[src/rtl/msd_cmd_sched.sv]
// msd_cmd_sched: closed-page DDR5 command scheduler.
// One request at a time: ACT0/ACT1, RD/WR pair, PRE.
module msd_cmd_sched #(
  parameter int unsigned T_RCD   = 39,
  parameter int unsigned T_RAS   = 76,
  parameter int unsigned T_RTP   = 18,
  parameter int unsigned T_CWD   = 38,
  parameter int unsigned T_BURST = 8,
  parameter int unsigned T_WR    = 72,
  parameter int unsigned T_RP    = 39
) (
  input  logic        clk,
  input  logic        rst,
  input  logic        req_valid,
  output logic        req_ready,
  input  logic [1:0]  req_op,
  input  logic [35:0] req_addr,
  output logic        cmd_valid,
  output logic [2:0]  cmd,
  output logic        cmd_ch,
  output logic [2:0]  cmd_bg,
  output logic [1:0]  cmd_ba,
  output logic [15:0] cmd_row,
  output logic [9:0]  cmd_col,
  output logic        done,
  output logic        err
);

  localparam int unsigned RD_SUM = T_RCD + T_RTP;
  localparam int unsigned WR_SUM =
    T_RCD + T_CWD + T_BURST + T_WR;
  localparam int unsigned P_RD =
    (T_RAS > RD_SUM) ? T_RAS : RD_SUM;
  localparam int unsigned P_WR =
    (T_RAS > WR_SUM) ? T_RAS : WR_SUM;
  localparam int unsigned P_MAX =
    (P_WR > P_RD) ? P_WR : P_RD;
  localparam int unsigned CW_R =
    $clog2(P_MAX + T_RP + 1);
  localparam int unsigned CW = (CW_R < 10) ? 10 : CW_R;

  localparam logic [CW-1:0] RCD_END = CW'(T_RCD - 1);
  localparam logic [CW-1:0] PRD_END = CW'(P_RD - 1);
  localparam logic [CW-1:0] PWR_END = CW'(P_WR - 1);
  localparam logic [CW-1:0] RRD_END =
    CW'(P_RD + T_RP - 1);
  localparam logic [CW-1:0] RWR_END =
    CW'(P_WR + T_RP - 1);
  localparam logic [CW-1:0] CNT_MAX = {CW{1'b1}};

  localparam logic [3:0] S_IDLE = 4'd0;
  localparam logic [3:0] S_ACT0 = 4'd1;
  localparam logic [3:0] S_ACT1 = 4'd2;
  localparam logic [3:0] S_WRCD = 4'd3;
  localparam logic [3:0] S_CAS0 = 4'd4;
  localparam logic [3:0] S_CAS1 = 4'd5;
  localparam logic [3:0] S_WPRE = 4'd6;
  localparam logic [3:0] S_PRE  = 4'd7;
  localparam logic [3:0] S_WRP  = 4'd8;

  localparam logic [2:0] C_NOP  = 3'd0;
  localparam logic [2:0] C_ACT0 = 3'd1;
  localparam logic [2:0] C_ACT1 = 3'd2;
  localparam logic [2:0] C_RD0  = 3'd3;
  localparam logic [2:0] C_RD1  = 3'd4;
  localparam logic [2:0] C_WR0  = 3'd5;
  localparam logic [2:0] C_WR1  = 3'd6;
  localparam logic [2:0] C_PRE  = 3'd7;

  logic [3:0]    state_q, state_d;
  logic [CW-1:0] cnt_q, cnt_d;
  logic          wr_q, wr_d;
  logic          ch_q, ch_d;
  logic [2:0]    bg_q, bg_d;
  logic [1:0]    ba_q, ba_d;
  logic [15:0]   row_q, row_d;
  logic [9:0]    col_q, col_d;
  logic          err_q, err_d;

  logic          accept;
  logic          legal;
  logic [CW-1:0] pre_end;
  logic [CW-1:0] rp_end;
  logic          unused_addr_bits;

  assign unused_addr_bits =
    ^{req_addr[35:34], req_addr[1:0]};

  assign req_ready = (state_q == S_IDLE) && !rst;
  assign accept    = req_valid && req_ready;
  assign legal     = (req_op != 2'd3);
  assign pre_end   = wr_q ? PWR_END : PRD_END;
  assign rp_end    = wr_q ? RWR_END : RRD_END;

  always_comb begin
    state_d = state_q;
    cnt_d   = cnt_q;
    wr_d    = wr_q;
    ch_d    = ch_q;
    bg_d    = bg_q;
    ba_d    = ba_q;
    row_d   = row_q;
    col_d   = col_q;
    err_d   = accept && !legal;
    // Counter runs per request from ACT0 and saturates.
    if (state_q == S_IDLE) begin
      cnt_d = '0;
    end else if (cnt_q != CNT_MAX) begin
      cnt_d = cnt_q + 1'b1;
    end
    unique case (state_q)
      S_IDLE: begin
        if (accept && legal) begin
          state_d = S_ACT0;
          wr_d    = (req_op == 2'd1);
          ch_d    = req_addr[6];
          bg_d    = req_addr[9:7];
          ba_d    = req_addr[11:10];
          row_d   = req_addr[33:18];
          col_d   = {req_addr[17:12], req_addr[5:2]};
        end
      end
      S_ACT0: state_d = S_ACT1;
      S_ACT1: state_d = (T_RCD == 2) ? S_CAS0 : S_WRCD;
      S_WRCD: begin
        if (cnt_q == RCD_END) state_d = S_CAS0;
      end
      S_CAS0: state_d = S_CAS1;
      S_CAS1, S_WPRE: begin
        state_d = (cnt_q == pre_end) ? S_PRE : S_WPRE;
      end
      S_PRE:  state_d = (T_RP == 1) ? S_IDLE : S_WRP;
      S_WRP: begin
        if (cnt_q == rp_end) state_d = S_IDLE;
      end
      default: state_d = S_IDLE;
    endcase
  end

  always_ff @(posedge clk) begin
    if (rst) begin
      state_q <= S_IDLE;
      cnt_q   <= '0;
      wr_q    <= 1'b0;
      ch_q    <= 1'b0;
      bg_q    <= '0;
      ba_q    <= '0;
      row_q   <= '0;
      col_q   <= '0;
      err_q   <= 1'b0;
    end else begin
      state_q <= state_d;
      cnt_q   <= cnt_d;
      wr_q    <= wr_d;
      ch_q    <= ch_d;
      bg_q    <= bg_d;
      ba_q    <= ba_d;
      row_q   <= row_d;
      col_q   <= col_d;
      err_q   <= err_d;
    end
  end

  always_comb begin
    cmd = C_NOP;
    case (state_q)
      S_ACT0:  cmd = C_ACT0;
      S_ACT1:  cmd = C_ACT1;
      S_CAS0:  cmd = wr_q ? C_WR0 : C_RD0;
      S_CAS1:  cmd = wr_q ? C_WR1 : C_RD1;
      S_PRE:   cmd = C_PRE;
      default: cmd = C_NOP;
    endcase
  end

  assign cmd_valid = (cmd != C_NOP);
  assign cmd_ch    = cmd_valid & ch_q;
  assign cmd_bg    = cmd_valid ? bg_q  : '0;
  assign cmd_ba    = cmd_valid ? ba_q  : '0;
  assign cmd_row   = cmd_valid ? row_q : '0;
  assign cmd_col   = cmd_valid ? col_q : '0;
  assign done      = (state_q == S_PRE);
  assign err       = err_q;

endmodule
[config.mk]
export PLATFORM = sky130hd
export DESIGN_NAME = msd_cmd_sched
export DESIGN_NICKNAME = d
export VERILOG_FILES = /design/src/rtl/msd_cmd_sched.sv
export SDC_FILE = /design/constraint.sdc
export NUM_CORES = 1
export LEC_CHECK = 0
export BUFFER_PORTS_ARGS = -buffer_cell sky130_fd_sc_hd__buf_4
export CAP_MARGIN = 20
export CORE_ASPECT_RATIO = 0.8
export CORE_MARGIN = 2
export CORE_UTILIZATION = 35
export DETAILED_ROUTE_END_ITERATION = 7
export PLACE_DENSITY = 0.56
export SYNTH_ARGS = -nofsm -noshare
export SYNTH_HDL_FRONTEND = slang
export SYNTH_SLANG_ARGS = --single-unit
[constraint.sdc]
create_clock -name clk -period 3.5 [get_ports clk]
set_clock_uncertainty 0.1 [all_clocks]
set_input_delay 0.175 -clock clk [delete_from_list [all_inputs] [get_ports clk]]
set_output_delay 0.175 -clock clk [all_outputs]
set_load 0.05 [all_outputs]
# Word-level counts from Yosys, hierarchy flattened

Cells that the tools add are included.

Eq/ne operators: 17
Div/mod/pow operators: 0
Bitwise operators: 1
Mux-type cells: 14
Shift operators: 0
Magnitude comparators: 0
Add/sub/neg operators: 1
Reductions and logical operators: 12
$mul: 0

Operators with widths:

| cell                  | count |
|---|---|
| $pmux 4 s8            | 1 |
| $eq 10x8->1           | 2 |
| $eq 4x3->1 const B    | 4 |
| $mux 16               | 1 |
| $mux 8                | 2 |
| $pmux 3 s5            | 1 |
| $mux 4                | 3 |
| $add 10x1->10 const B | 1 |
| $eq 10x6->1 const B   | 1 |
| $mux 10               | 1 |
| $ne 10x10->1 const B  | 1 |
| $eq 4x2->1 const B    | 2 |
| $mux 3                | 2 |
| $ne 2x2->1 const B    | 3 |
| $eq 4x1->1 const B    | 1 |
| $eq 4x4->1 const B    | 1 |
| $logic_and 1x1->1     | 4 |
| $logic_not 4->1       | 1 |
| $mux 2                | 2 |
| $reduce_or 2->1       | 2 |
| $reduce_and 3->1      | 1 |
| $reduce_bool 3->1     | 1 |
| $eq 2x1->1 const B    | 1 |
| $logic_not 1->1       | 2 |
| other kinds (4)       | 4 |

Output and inout port bits: 39
Bits of input ports: 41
Memory bits (read-only): 0
Flip-flop bits (word level): 48
Logic and storage cells: 54
Memories kept: 0
Latch bits: 0
RAM bits: 0

# Logic depth before layout (Yosys ltp)

Word-level depth: 6
Depth in mapped cells: 8

# Least setup slack after synthesis

Ideal clock, no wire load.

Path kind: reg2out
Start: reg wr_q
End: out cmd[1]
Buffers on the path: 1
Arrival: 2.005 ns
Data required time: 3.225 ns
Slack: 1.220 ns
Stages on the path, launching flop included: 5
Cells stage by stage: dfxtp_1 -> clkbuf_1 -> nor2_1 -> xnor2_1 -> a211oi_1

Cells in the longest elaborated chain, start to end: 2

RTL lines:

| element                          | line     | RTL |
|---|---|---|
| start, declared                  | 72       | `logic wr_q, wr_d;` |
| start signal, assigned           | 154      | `wr_q <= wr_d;` |
| $mux 2 or $mux 3 (tied branches) | 170, 169 |  |
| $pmux 3 s5 (*)                   | 166      | `case (state_q)` |
| end, declared                    | 19       | `output logic [2:0] cmd,` |

Every way passes the cells marked *; elsewhere a longest branch is shown, timed or not.

# Worst setup path after layout

Start: reg state_q[0]
End: out cmd_row[4]

Cells in the longest elaborated chain, start to end: 4

RTL lines:

| element                            | line | RTL |
|---|---|---|
| start, declared                    | 70   | `logic [3:0] state_q, state_d;` |
| start signal, assigned             | 152  | `state_q <= state_d;` |
| $eq 4x3->1 (tied with other cells) | 166  |  |
| $pmux 3 s5 (*)                     | 166  |  |
| $reduce_bool 3->1 (*)              | 176  | `assign cmd_valid = (cmd != C_NOP);` |
| $mux 16 (*)                        | 180  | `assign cmd_row = cmd_valid ? row_q : '0;` |
| end, declared                      | 23   | `output logic [15:0] cmd_row,` |

Marks and branches as above.

==> flow_summary.toml <==
[outcome]
outcome = "complete, no violations"

[worst_setup_path]
worstSetupPathType = "reg -> out"
critPathMaxStageDelay_ps = 550
path_cells = "xor2_1 -> nor2_1 -> a211oi_2 -> buf_4 -> and2_1 -> buf_4"
worst-path-buf-inv = 2
crit_family = "flip-flops"
required_ps = 3220
crit_slowest_cell = "dfxtp_1"
cp-end-kind = "primary output"
cp_max_fo = 33
worstSetupStartpointType = "flip-flop"
cp.arrival_ps = 2030
cp_common_cell = "buf_4"

[clock_network]
cts_root_buf = "clkbuf_8"
cts.sinks = 48
cts_tree = "done"
cts_hold_repair.buffers = 0
clkLatencyLatePin_ps = 300
postCtsSetupRepairBufs = 0
cts_buffer_depth = 2
postCtsResizedCells = 0
clk_pin_slew_ps = 90
cts_buffers = 5
h-tree-depth = 2

[routing]
dr.pass1.iters = 4
wirelength_um = 5860
dr_total_vias = 2205
wl_per_cell_um = 12.9
detail_route.iter0.violations = 78
drc = 0
viasPerCell = 4.84
ant_nets = 0

[die]
initial_utilization = 0.368
die_h_um = 77.8
core_area_sq_um = 6470
rows = 26
io_pins = 80
die-area_sq_um = 7480
die_w_um = 96.2

[sta]
worst_pin_slew_ps = 466
setup_ws_ps = 1190
maxSlewHeadroom = 0.686
hold_viol_final = 0
max_freq_mhz = 434
min_period_ps = 2310
setup-violations-final = 0
fin_tns_setup_ps = 0
finalCritPeriodShare = 0.659
rsz0062_at_grt = "no"
slew_violations = 0
hold_slack_ps = 14.5

[cells_and_area]
instances_no_fill = 456
seqCellArea_sq_um = 961
finalNetCount = 414
drive_above_1_share = 0.245
insertedDiodeCount = 0
fillCellCount = 674
area_growth_pct = 27.6
multi_input_area_sq_um = 1260

[logic_synthesis]
netlist_instances = 311
synth_edf_count = 0
ys_types = 42
synth_nets = 354
netlist_area_sq_um = 2380
synth.largest_area_cell = "dfxtp_1"
synth-main-ff-cell = "dfxtp_1"
async_flop_share = 0
syn_area_per_cell_sq_um = 7.66
synthTopCellsByArea = "dfxtp_1 40%, nand2_1 11%, a21oi_1 8.4%, and2_1 8.4%, nor2_1 3.0%"
ys_ff_latch = 48
yosysMostFrequentCell = "nand2_1"
ys_warn_count = 0
synthTopCellsByCount = "71 x nand2_1, 48 x dfxtp_1, 40 x a21oi_1"
synth_top_area_frac = 0.404
yosysSeqAreaShare = 0.404

[placement]
hpwl_um = 4070
dp.cells = 448
port_buffers = 75
gp_congestion = 0.814
dpl_worst_slack_ps = 1440

[global_route]
antenna_found_initial = 0
overflow = 0
grt_max_degree = 41
grt_usage = 0.165
grt_pass1_vias = 2119
grt_pass1_wl_um = 9920

[power]
power_density_nw_per_um2 = 502
vdd_drop_max_mv = 0.228
p_leak_uw = 0.00123

[hold_path]
hold_class = "in -> reg"

[flow_run]
maxCapViolCount = 0
==> registers in the layout, summed over array words and instances, names as in the netlist <==
name,flops
ba_q,2
bg_q,3
ch_q,1
cnt_q,10
col_q,10
err,1
row_q,16
state_q,4
wr_q,1
==> placed cells by master, fill, tap and decap left out, types with 4 or more instances in the layout <==
master	netlist	layout
nand2_1	71	71
clkbuf_8	0	5
xnor2_1	4	4
dfxtp_1	48	48
nor2b_1	4	4
and3_1	4	4
nor3_1	8	8
buf_4	4	78
and2_1	32	32
o21ai_0	4	4
a21oi_1	40	40
inv_1	5	5
nor2_1	19	19
xor2_1	5	5
nand4_1	4	4
==> power by group <==
part           switching (uW)  internal, uW
Combinational             329           167
Sequential               44.1           584
Clock                     187           212
Total                     561           964
==> per-stage QoR <==
step                power (uW)  utilization  cell area, sq um
floorplan                 1000            -              2380
global placement          1140        0.453              2930
detailed placement        1140        0.453              2930
CTS                       1550        0.469              3040
global route              1620        0.469              3040
finish                    1520        0.469              3040
==> kinds of logic after synthesis <==
group | synth area share
and+or+nand+nor | 0.345
AOI/OAI and AO/OA | 0.132
DFF | 0.404
buffers and inverters | 0.0673
xor gates and xnor gates | 0.0331
muxes | 0.00841
adders and majority gates | 0.0105
==> per-layer routing <==
layer | track usage | vias to the layer above | share of wire
met2 | 0.250 | 61 | 0.44
met1 | 0.224 | 990 | 0.46
li1 | - | 1148 | -
met3 | 0.0544 | 6 | 0.088
met4 | 0.0429 | 0 | 0.011
met5 | 0 | - | 0
==> final timing paths <==
check / slack, ps / endpoint / depth (start not counted) / from
worst min-delay path: 10 / col_q[0]$_SDFFE_PP0P_ / 3 / req_addr[2]
worst max-delay path: 1190 / cmd_row[4] / 6 / state_q[0]$_SDFFE_PP0P_
worst max register to register: 1420 / cnt_q[5]$_SDFFE_PP0P_ / 6 / cnt_q[0]$_SDFFE_PP0P_
worst min register to register: 350 / row_q[5]$_SDFFE_PP0P_ / 2 / row_q[5]$_SDFFE_PP0P_
==> worst min-delay path, stage by stage <==
cell,delay (ps)
buf_4,110
nand2_1,40
a21oi_1,50
==> area by class of cell <==
| class | instances | area share |
|---|---|---|
| Multi-Input combinational cell | 233 | 0.415 |
| Sequential cell | 48 | 0.316 |
| Timing Repair Buffer | 78 | 0.193 |
| Tap cell | 84 | 0.0346 |
| Clock buffer | 6 | 0.0239 |
| Clock inverter | 2 | 0.0115 |
| Inverter | 5 | 0.00618 |
Power figures use the tool's default switching activity.
